--- src/rtl/fifo_arb_pkg.sv ---
// Shared types and helpers for the FIFO push-port arbiter.
//   arb_state_t : arbiter state (IDLE searches for a new owner, BURST holds one).
//   rr_next     : round-robin successor of an index, modulo the requester count.
package fifo_arb_pkg;

    typedef enum logic [0:0] {
        IDLE  = 1'b0,
        BURST = 1'b1
    } arb_state_t;

    // Next round-robin index; n_req need not be a power of two.
    function automatic int rr_next(input int idx, input int n_req);
        int nxt;
        nxt = idx + 1;
        if (nxt >= n_req) begin
            nxt = 0;
        end else begin
            nxt = idx + 1;
        end
        return nxt;
    endfunction

endpackage

--- src/rtl/fifo_push_arbiter_picker.sv ---
// Round-robin search: returns the first requester with valid set, scanning
// upward from rr_ptr_i with wrap-around modulo N_REQ.
//   req_valid_i : per-requester valid flags
//   rr_ptr_i    : index where the search starts (always < N_REQ)
//   sel_o       : selected index (0 when nothing is valid)
//   any_valid_o : at least one requester is valid
module fifo_rr_picker #(
    parameter  int N_REQ = 4,
    localparam int IDX_W = $clog2(N_REQ)
) (
    input  logic [N_REQ-1:0] req_valid_i,
    input  logic [IDX_W-1:0] rr_ptr_i,
    output logic [IDX_W-1:0] sel_o,
    output logic             any_valid_o
);

    // One extra bit so rr_ptr + offset never overflows before the wrap.
    localparam int IW1 = IDX_W + 1;

    logic [IW1-1:0] w_idx;

    // Priority scan starting at rr_ptr_i; the first hit wins.
    always_comb begin
        sel_o       = '0;
        any_valid_o = 1'b0;
        w_idx       = '0;
        for (int i = 0; i < N_REQ; i++) begin
            w_idx = {1'b0, rr_ptr_i} + IW1'(i);
            if (w_idx >= IW1'(N_REQ)) begin
                w_idx = w_idx - IW1'(N_REQ);
            end else begin
                w_idx = w_idx;
            end
            if (!any_valid_o && req_valid_i[w_idx[IDX_W-1:0]]) begin
                sel_o       = w_idx[IDX_W-1:0];
                any_valid_o = 1'b1;
            end else begin
                sel_o       = sel_o;
            end
        end
    end

endmodule

--- src/rtl/fifo_push_arbiter.sv ---
// Shares the single push port of the parity-checked FIFO between N_REQ
// producers. A round-robin pick selects an owner, which then keeps the port
// for up to MAX_BURST beats. Words pass unchanged (parity bit included)
// through one output register.
//   clk, rst    : clock, synchronous active-high reset
//   req_data_i  : packed words, requester k at [k*W +: W]
//   req_valid_i : requester k has a word
//   req_grant_o : one-hot/zero, requester k's word is accepted this cycle
//   data_o      : word towards FIFO data_i
//   valid_o     : towards FIFO valid_i
//   grant_i     : from FIFO grant_o
//   owner_o     : requester whose word sits in data_o
//   active_o    : arbiter is in BURST
module fifo_push_arbiter
    import fifo_arb_pkg::*;
#(
    parameter  int N_REQ      = 4,
    parameter  int DATA_WIDTH = 32,
    parameter  int MAX_BURST  = 4,
    localparam int W          = DATA_WIDTH + 1,
    localparam int IDX_W      = $clog2(N_REQ)
) (
    input  logic               clk,
    input  logic               rst,
    input  logic [N_REQ*W-1:0] req_data_i,
    input  logic [N_REQ-1:0]   req_valid_i,
    output logic [N_REQ-1:0]   req_grant_o,
    output logic [W-1:0]       data_o,
    output logic               valid_o,
    input  logic               grant_i,
    output logic [IDX_W-1:0]   owner_o,
    output logic               active_o
);

    localparam int CNT_W = $clog2(MAX_BURST + 1);

    arb_state_t       r_state;
    arb_state_t       w_state_nxt;
    logic [IDX_W-1:0] r_rr_ptr;
    logic [IDX_W-1:0] w_rr_nxt;
    logic [CNT_W-1:0] r_cnt;
    logic [CNT_W-1:0] w_cnt_nxt;
    logic             r_valid;
    logic [W-1:0]     r_data;
    logic [IDX_W-1:0] r_owner;

    logic [IDX_W-1:0] w_sel;
    logic             w_any;
    logic [IDX_W-1:0] w_gidx;
    logic [N_REQ-1:0] w_grant;
    logic             w_out_rdy;
    logic             w_up;
    logic             w_down;
    logic [W-1:0]     w_word;

    fifo_rr_picker #(
        .N_REQ(N_REQ)
    ) u_picker (
        .req_valid_i(req_valid_i),
        .rr_ptr_i   (r_rr_ptr),
        .sel_o      (w_sel),
        .any_valid_o(w_any)
    );

    // The output register can take a word when empty or being drained now.
    assign w_out_rdy = !r_valid || grant_i;
    assign w_up      = |(req_valid_i & w_grant);
    assign w_down    = r_valid && grant_i;
    assign w_word    = req_data_i[int'(w_gidx) * W +: W];

    // Grant generation: new pick in IDLE, current owner only in BURST.
    always_comb begin
        w_grant = '0;
        w_gidx  = w_sel;
        case (r_state)
            IDLE: begin
                w_gidx = w_sel;
                if (!rst && w_out_rdy && w_any) begin
                    w_grant[w_sel] = 1'b1;
                end else begin
                    w_grant = '0;
                end
            end
            BURST: begin
                w_gidx = r_owner;
                if (!rst && w_out_rdy && req_valid_i[r_owner]) begin
                    w_grant[r_owner] = 1'b1;
                end else begin
                    w_grant = '0;
                end
            end
            default: begin
                w_gidx  = w_sel;
                w_grant = '0;
            end
        endcase
    end

    // Next state, round-robin pointer and beat counter.
    always_comb begin
        w_state_nxt = r_state;
        w_rr_nxt    = r_rr_ptr;
        w_cnt_nxt   = r_cnt;
        case (r_state)
            IDLE: begin
                if (w_up) begin
                    w_cnt_nxt = CNT_W'(1);
                    if (MAX_BURST == 1) begin
                        // Single-beat bursts rotate immediately.
                        w_rr_nxt = IDX_W'(rr_next(int'(w_sel), N_REQ));
                    end else begin
                        w_state_nxt = BURST;
                    end
                end else begin
                    w_state_nxt = IDLE;
                end
            end
            BURST: begin
                if (w_out_rdy) begin
                    if (w_up) begin
                        w_cnt_nxt = r_cnt + CNT_W'(1);
                        if (r_cnt + CNT_W'(1) == CNT_W'(MAX_BURST)) begin
                            w_state_nxt = IDLE;
                            w_rr_nxt    = IDX_W'(rr_next(int'(r_owner), N_REQ));
                        end else begin
                            w_state_nxt = BURST;
                        end
                    end else begin
                        // Owner ran dry (or reset pending): give up the port.
                        w_state_nxt = IDLE;
                        w_rr_nxt    = IDX_W'(rr_next(int'(r_owner), N_REQ));
                    end
                end else begin
                    // Downstream stalled: hold everything regardless of valid.
                    w_state_nxt = BURST;
                end
            end
            default: begin
                w_state_nxt = IDLE;
            end
        endcase
    end

    // Arbiter control registers.
    always_ff @(posedge clk) begin
        if (rst) begin
            r_state  <= IDLE;
            r_rr_ptr <= '0;
            r_cnt    <= '0;
        end else begin
            r_state  <= w_state_nxt;
            r_rr_ptr <= w_rr_nxt;
            r_cnt    <= w_cnt_nxt;
        end
    end

    // Output register: reload on an upstream beat, drain on a downstream beat.
    always_ff @(posedge clk) begin
        if (rst) begin
            r_valid <= 1'b0;
            r_data  <= '0;
            r_owner <= '0;
        end else if (w_up) begin
            r_valid <= 1'b1;
            r_data  <= w_word;
            r_owner <= w_gidx;
        end else if (w_down) begin
            r_valid <= 1'b0;
        end
    end

    assign req_grant_o = w_grant;
    assign data_o      = r_data;
    assign valid_o     = r_valid;
    assign owner_o     = r_owner;
    assign active_o    = (r_state == BURST);

endmodule

--- config.mk ---
export PLATFORM = sky130hd
export DESIGN_NAME = fifo_push_arbiter
export DESIGN_NICKNAME = d
export VERILOG_FILES = /design/src/rtl/fifo_arb_pkg.sv /design/src/rtl/fifo_push_arbiter_picker.sv /design/src/rtl/fifo_push_arbiter.sv
export SDC_FILE = /design/constraint.sdc
export NUM_CORES = 1
export LEC_CHECK = 0
export CELL_PAD_IN_SITES_DETAIL_PLACEMENT = 1
export CELL_PAD_IN_SITES_GLOBAL_PLACEMENT = 1
export CORE_MARGIN = 5
export CORE_UTILIZATION = 26
export DETAILED_ROUTE_END_ITERATION = 16
export GPL_TIMING_DRIVEN = 0
export PLACE_DENSITY_LB_ADDON = 0.2
export SLEW_MARGIN = 20
export SYNTH_ARGS = -nofsm -noshare
export SYNTH_HDL_FRONTEND = slang
export SYNTH_SLANG_ARGS = --single-unit
--- constraint.sdc ---
create_clock -name clk -period 2.8 [get_ports clk]
set_clock_uncertainty 0.2 [all_clocks]
set_input_delay 0.56 -clock clk [delete_from_list [all_inputs] [get_ports clk]]
set_output_delay 0.56 -clock clk [all_outputs]
set_load 0.01 [all_outputs]
==> flow_metrics.env, run 1 <==
export IMPL_post_route_min_period_ps=2750
export IMPL_grt_pass1_vias=3563
export IMPL_layout_cells_non_filler=656
export IMPL_dp_hpwl_mm=9.82
export IMPL_ant_nets=0
export IMPL_synth_ff_latch_count=42
export IMPL_coreArea_sq_um=10900
export IMPL_areaGrowthSynthToFinish_pct=77.5
export IMPL_port_buffers=179
export IMPL_row_count=38
export IMPL_start_util_pct=26.7
export IMPL_drt_iter0_markers=97
export IMPL_nFillCells=1295
export IMPL_tightest_slew_ps=479
export IMPL_p_switching_mw=1.06
export IMPL_overflow=0
export IMPL_critical_path_class="input port to output pin"
export IMPL_slowest_stage="nor4b_2"
export IMPL_crit_family="buffers and inverters"
export IMPL_p_clk_share_pct=19.3
export IMPL_cts_buffers=5
export IMPL_drive_gt1_share_pct=12.8
export IMPL_gp_routability_congestion=0.794
export IMPL_power_density_nw_per_um2=588
export IMPL_syn_inst=323
export IMPL_cp_arrival_ps=1990
export IMPL_viasPerCell=4.91
export IMPL_setup_viol=0
export IMPL_yosysUniqueCellTypes=47
export IMPL_p_int_mw=1.99
export IMPL_cts_sinks=42
export IMPL_wl_per_cell_um=18.1
export IMPL_h_tree_depth=2
export IMPL_die_x_um=116
export IMPL_dp_cells=642
export IMPL_wirelength_mm=11.9
export IMPL_synth_flop_cell="dfxtp_1"
export IMPL_cp_required_ps=2040
export IMPL_cts_root_buf="clkbuf_16"
export IMPL_outcome="finished, final reports clean"
export IMPL_synthTopCellsByArea="dfxtp_1, mux2i_1, a32o_1, nand2_1, ha_1"
export IMPL_pwr_share_seq_pct=29.2
export IMPL_grt_start_max_net_pins=13
export IMPL_post_route_drc_count=0
export IMPL_startpoint_type="input port"
export IMPL_place_area_sq_um=4880
export IMPL_path_clk_slew_ps=60
export IMPL_synth_area_leader_cell="dfxtp_1"
export IMPL_path_buf_inv=3
export IMPL_max_slew_margin_rel_pct=68.0
export IMPL_critical_path_max_stage_delay_ps=280
export IMPL_cp_end_kind="output pin"
export IMPL_top_level_ports=180
export IMPL_final_area_sq_um=5180
export IMPL_drv_slew=0
export IMPL_synth_area_sq_um=2920
export IMPL_rsz0062_at_grt="no"
export IMPL_nets=661
export IMPL_firstDrtPassIters=4
export IMPL_cap_violations=0
export IMPL_fin_crit_sh_pct=98.3
export IMPL_synth_commonest_cells="nand2_1, mux2i_1, dfxtp_1, a32o_1, nor2_1"
export IMPL_finalSetupTns_ps=0
export IMPL_synth_warnings=0
export IMPL_syn_num_nets=469
export IMPL_yosys_cell_count_top_type="nand2_1"
export IMPL_synth_top_area_share_pct=28.8
export IMPL_fin_util_pct=47.3
export IMPL_power_frac_comb_pct=51.4
export IMPL_synthArstFlopShare_pct=0
export IMPL_postSynthAreaPerCell_sq_um=9.03
export IMPL_peakVddDrop_uv=259
export IMPL_grt_pass1_wl_mm=18.4
export IMPL_crit_fanout=6
export IMPL_grt_usage_pct=17.5
export IMPL_seq_area_frac_synth_pct=28.8
export IMPL_grt_antenna_before_repair=0
export IMPL_dieArea_sq_um=13400
export IMPL_sw_frac_of_total_pct=34.7
export IMPL_cts_hold_buf=0
export IMPL_clk_latency_ps=280
export IMPL_path_cells="buf_2 > and2b_2 > nor4b_2 > buf_4 > nor2_4 > a32o_1 > dlygate4sd2_1"
export IMPL_min_path_type="flip-flop to flip-flop"
export IMPL_leakagePower_nw=1.97
export IMPL_diodes=0
export IMPL_max_freq_ghz=0.363
export IMPL_synth_edf_count=0
export IMPL_clockBufferDepth=2
export IMPL_tritoncts="built"
export IMPL_vias=3224
export IMPL_die_height_um=116
export IMPL_finalHoldViolCount=0
[cells by family (layout without fill, tap and decap cells)]
family                     after synthesis  after routing  synth area share (%)
AOI/OAI and AO/OA                       65             65                  20.8
xor gates and xnor gates                 1              1                 0.300
adders and majority gates                7              7                  3.00
buffers and inverters                   28            221                  5.92
DFF                                     42             42                  28.8
muxes                                   70             70                  24.1
and+or+nand+nor                        110            110                  17.0
[timing repair]
action	CTS	global route
setup endpoints to repair	42	26
pin swaps	6	7
buffers inserted	3	3
resized for setup	40	22
[cell type report]
| type | instances | area, sq um | area share (%) |
|---|---|---|---|
| clock inverter | 1 | 5.00 | 0.0967 |
| tap | 140 | 175 | 3.38 |
| buffer | 21 | 166 | 3.21 |
| inverter | 7 | 26.3 | 0.507 |
| multi-input combinational | 253 | 2000 | 38.6 |
| timing repair buffer | 185 | 1820 | 35.2 |
| clock buffer | 7 | 143 | 2.75 |
| sequential | 42 | 843 | 16.3 |
[final timing paths]
check                      startpoint                       end  slack (ps)  depth (start not counted)
max                    req_valid_i[2]            req_grant_o[0]          50                          7
min            data_o[0]$_SDFFE_PP0P_    data_o[0]$_SDFFE_PP0P_         270                          1
max reg2reg  r_rr_ptr[1]$_SDFFE_PP0P_  r_rr_ptr[0]$_SDFFE_PP0P_         320                          7
min reg2reg    data_o[0]$_SDFFE_PP0P_    data_o[0]$_SDFFE_PP0P_         270                          1
[sequential cells by signal (all words and copies together) (netlist names)]
name and flops:
active_o 1, data_o 33, owner_o 2, r_cnt 3
r_rr_ptr 2, valid_o 1
[metal layers]
| layer | global-route usage (%) | wire [um] | vias up |
|---|---|---|---|
| met5 | 0 | 0 | - |
| met4 | 3.94 | 153 | 0 |
| met3 | 6.32 | 1020 | 11 |
| met2 | 32.1 | 6270 | 110 |
| met1 | 19.4 | 4450 | 1525 |
| li1 | - | - | 1578 |
[cell usage in the layout (no fill, tap or decap), drive strengths merged, types with 2 or more instances in the layout]
cell           Yosys  routed
nand2             82      82
dfxtp             42      42
nor4               2       2
ha                 7       7
a32o              34      34
a21oi              7       7
nand2b             3       3
clkdlybuf4s50      0     171
mux2i             69      69
nor2              10      10
a22oi              2       2
nor3               4       4
dlygate4sd2        0       2
o21ai              4       4
a211oi             5       5
inv                7       7
o221ai             2       2
buf               16      25
nor2b              3       3
clkbuf             5      14
[power by group through the flow]
stage	Combinational, mW	Clock [mW]	Sequential (mW)
floorplan	0.689	0	0.966
finish	1.57	0.589	0.890
detailed placement	1.54	0	0.901
global route	1.70	0.632	0.917
CTS	1.57	0.602	0.892
global placement	1.52	0	0.890
[worst register-to-register path, stage by stage (launching register included)]
cell,delay [ps]
dfxtp_1,430
nand2_1,130
a211oi_4,370
nor2_2,130
buf_4,160
o221ai_2,390
a211oi_2,200
mux2_1,350
[per-stage QoR]
step	setup WS [ps]	total power [mW]	hold slack (ps)
floorplan	450	1.65	264
global placement	-717	2.41	247
detailed placement	-764	2.44	256
CTS	-25.0	3.06	270
global route	2.82	3.25	288
finish	48.8	3.04	266
(Power assumes the default switching activity.)
==> run 2, diff against run 1 <==
--- a/config.mk
+++ b/config.mk
@@ -9,7 +9,9 @@
 export CELL_PAD_IN_SITES_GLOBAL_PLACEMENT = 1
 export CORE_MARGIN = 5
 export CORE_UTILIZATION = 26
+export CTS_CLUSTER_DIAMETER = 60
 export DETAILED_ROUTE_END_ITERATION = 16
+export GPL_ROUTABILITY_DRIVEN = 1
 export GPL_TIMING_DRIVEN = 0
 export PLACE_DENSITY_LB_ADDON = 0.2
 export SLEW_MARGIN = 20
==> results of run 2 <==
No change in the layout: final DEF, timing and power equal those of run 1.
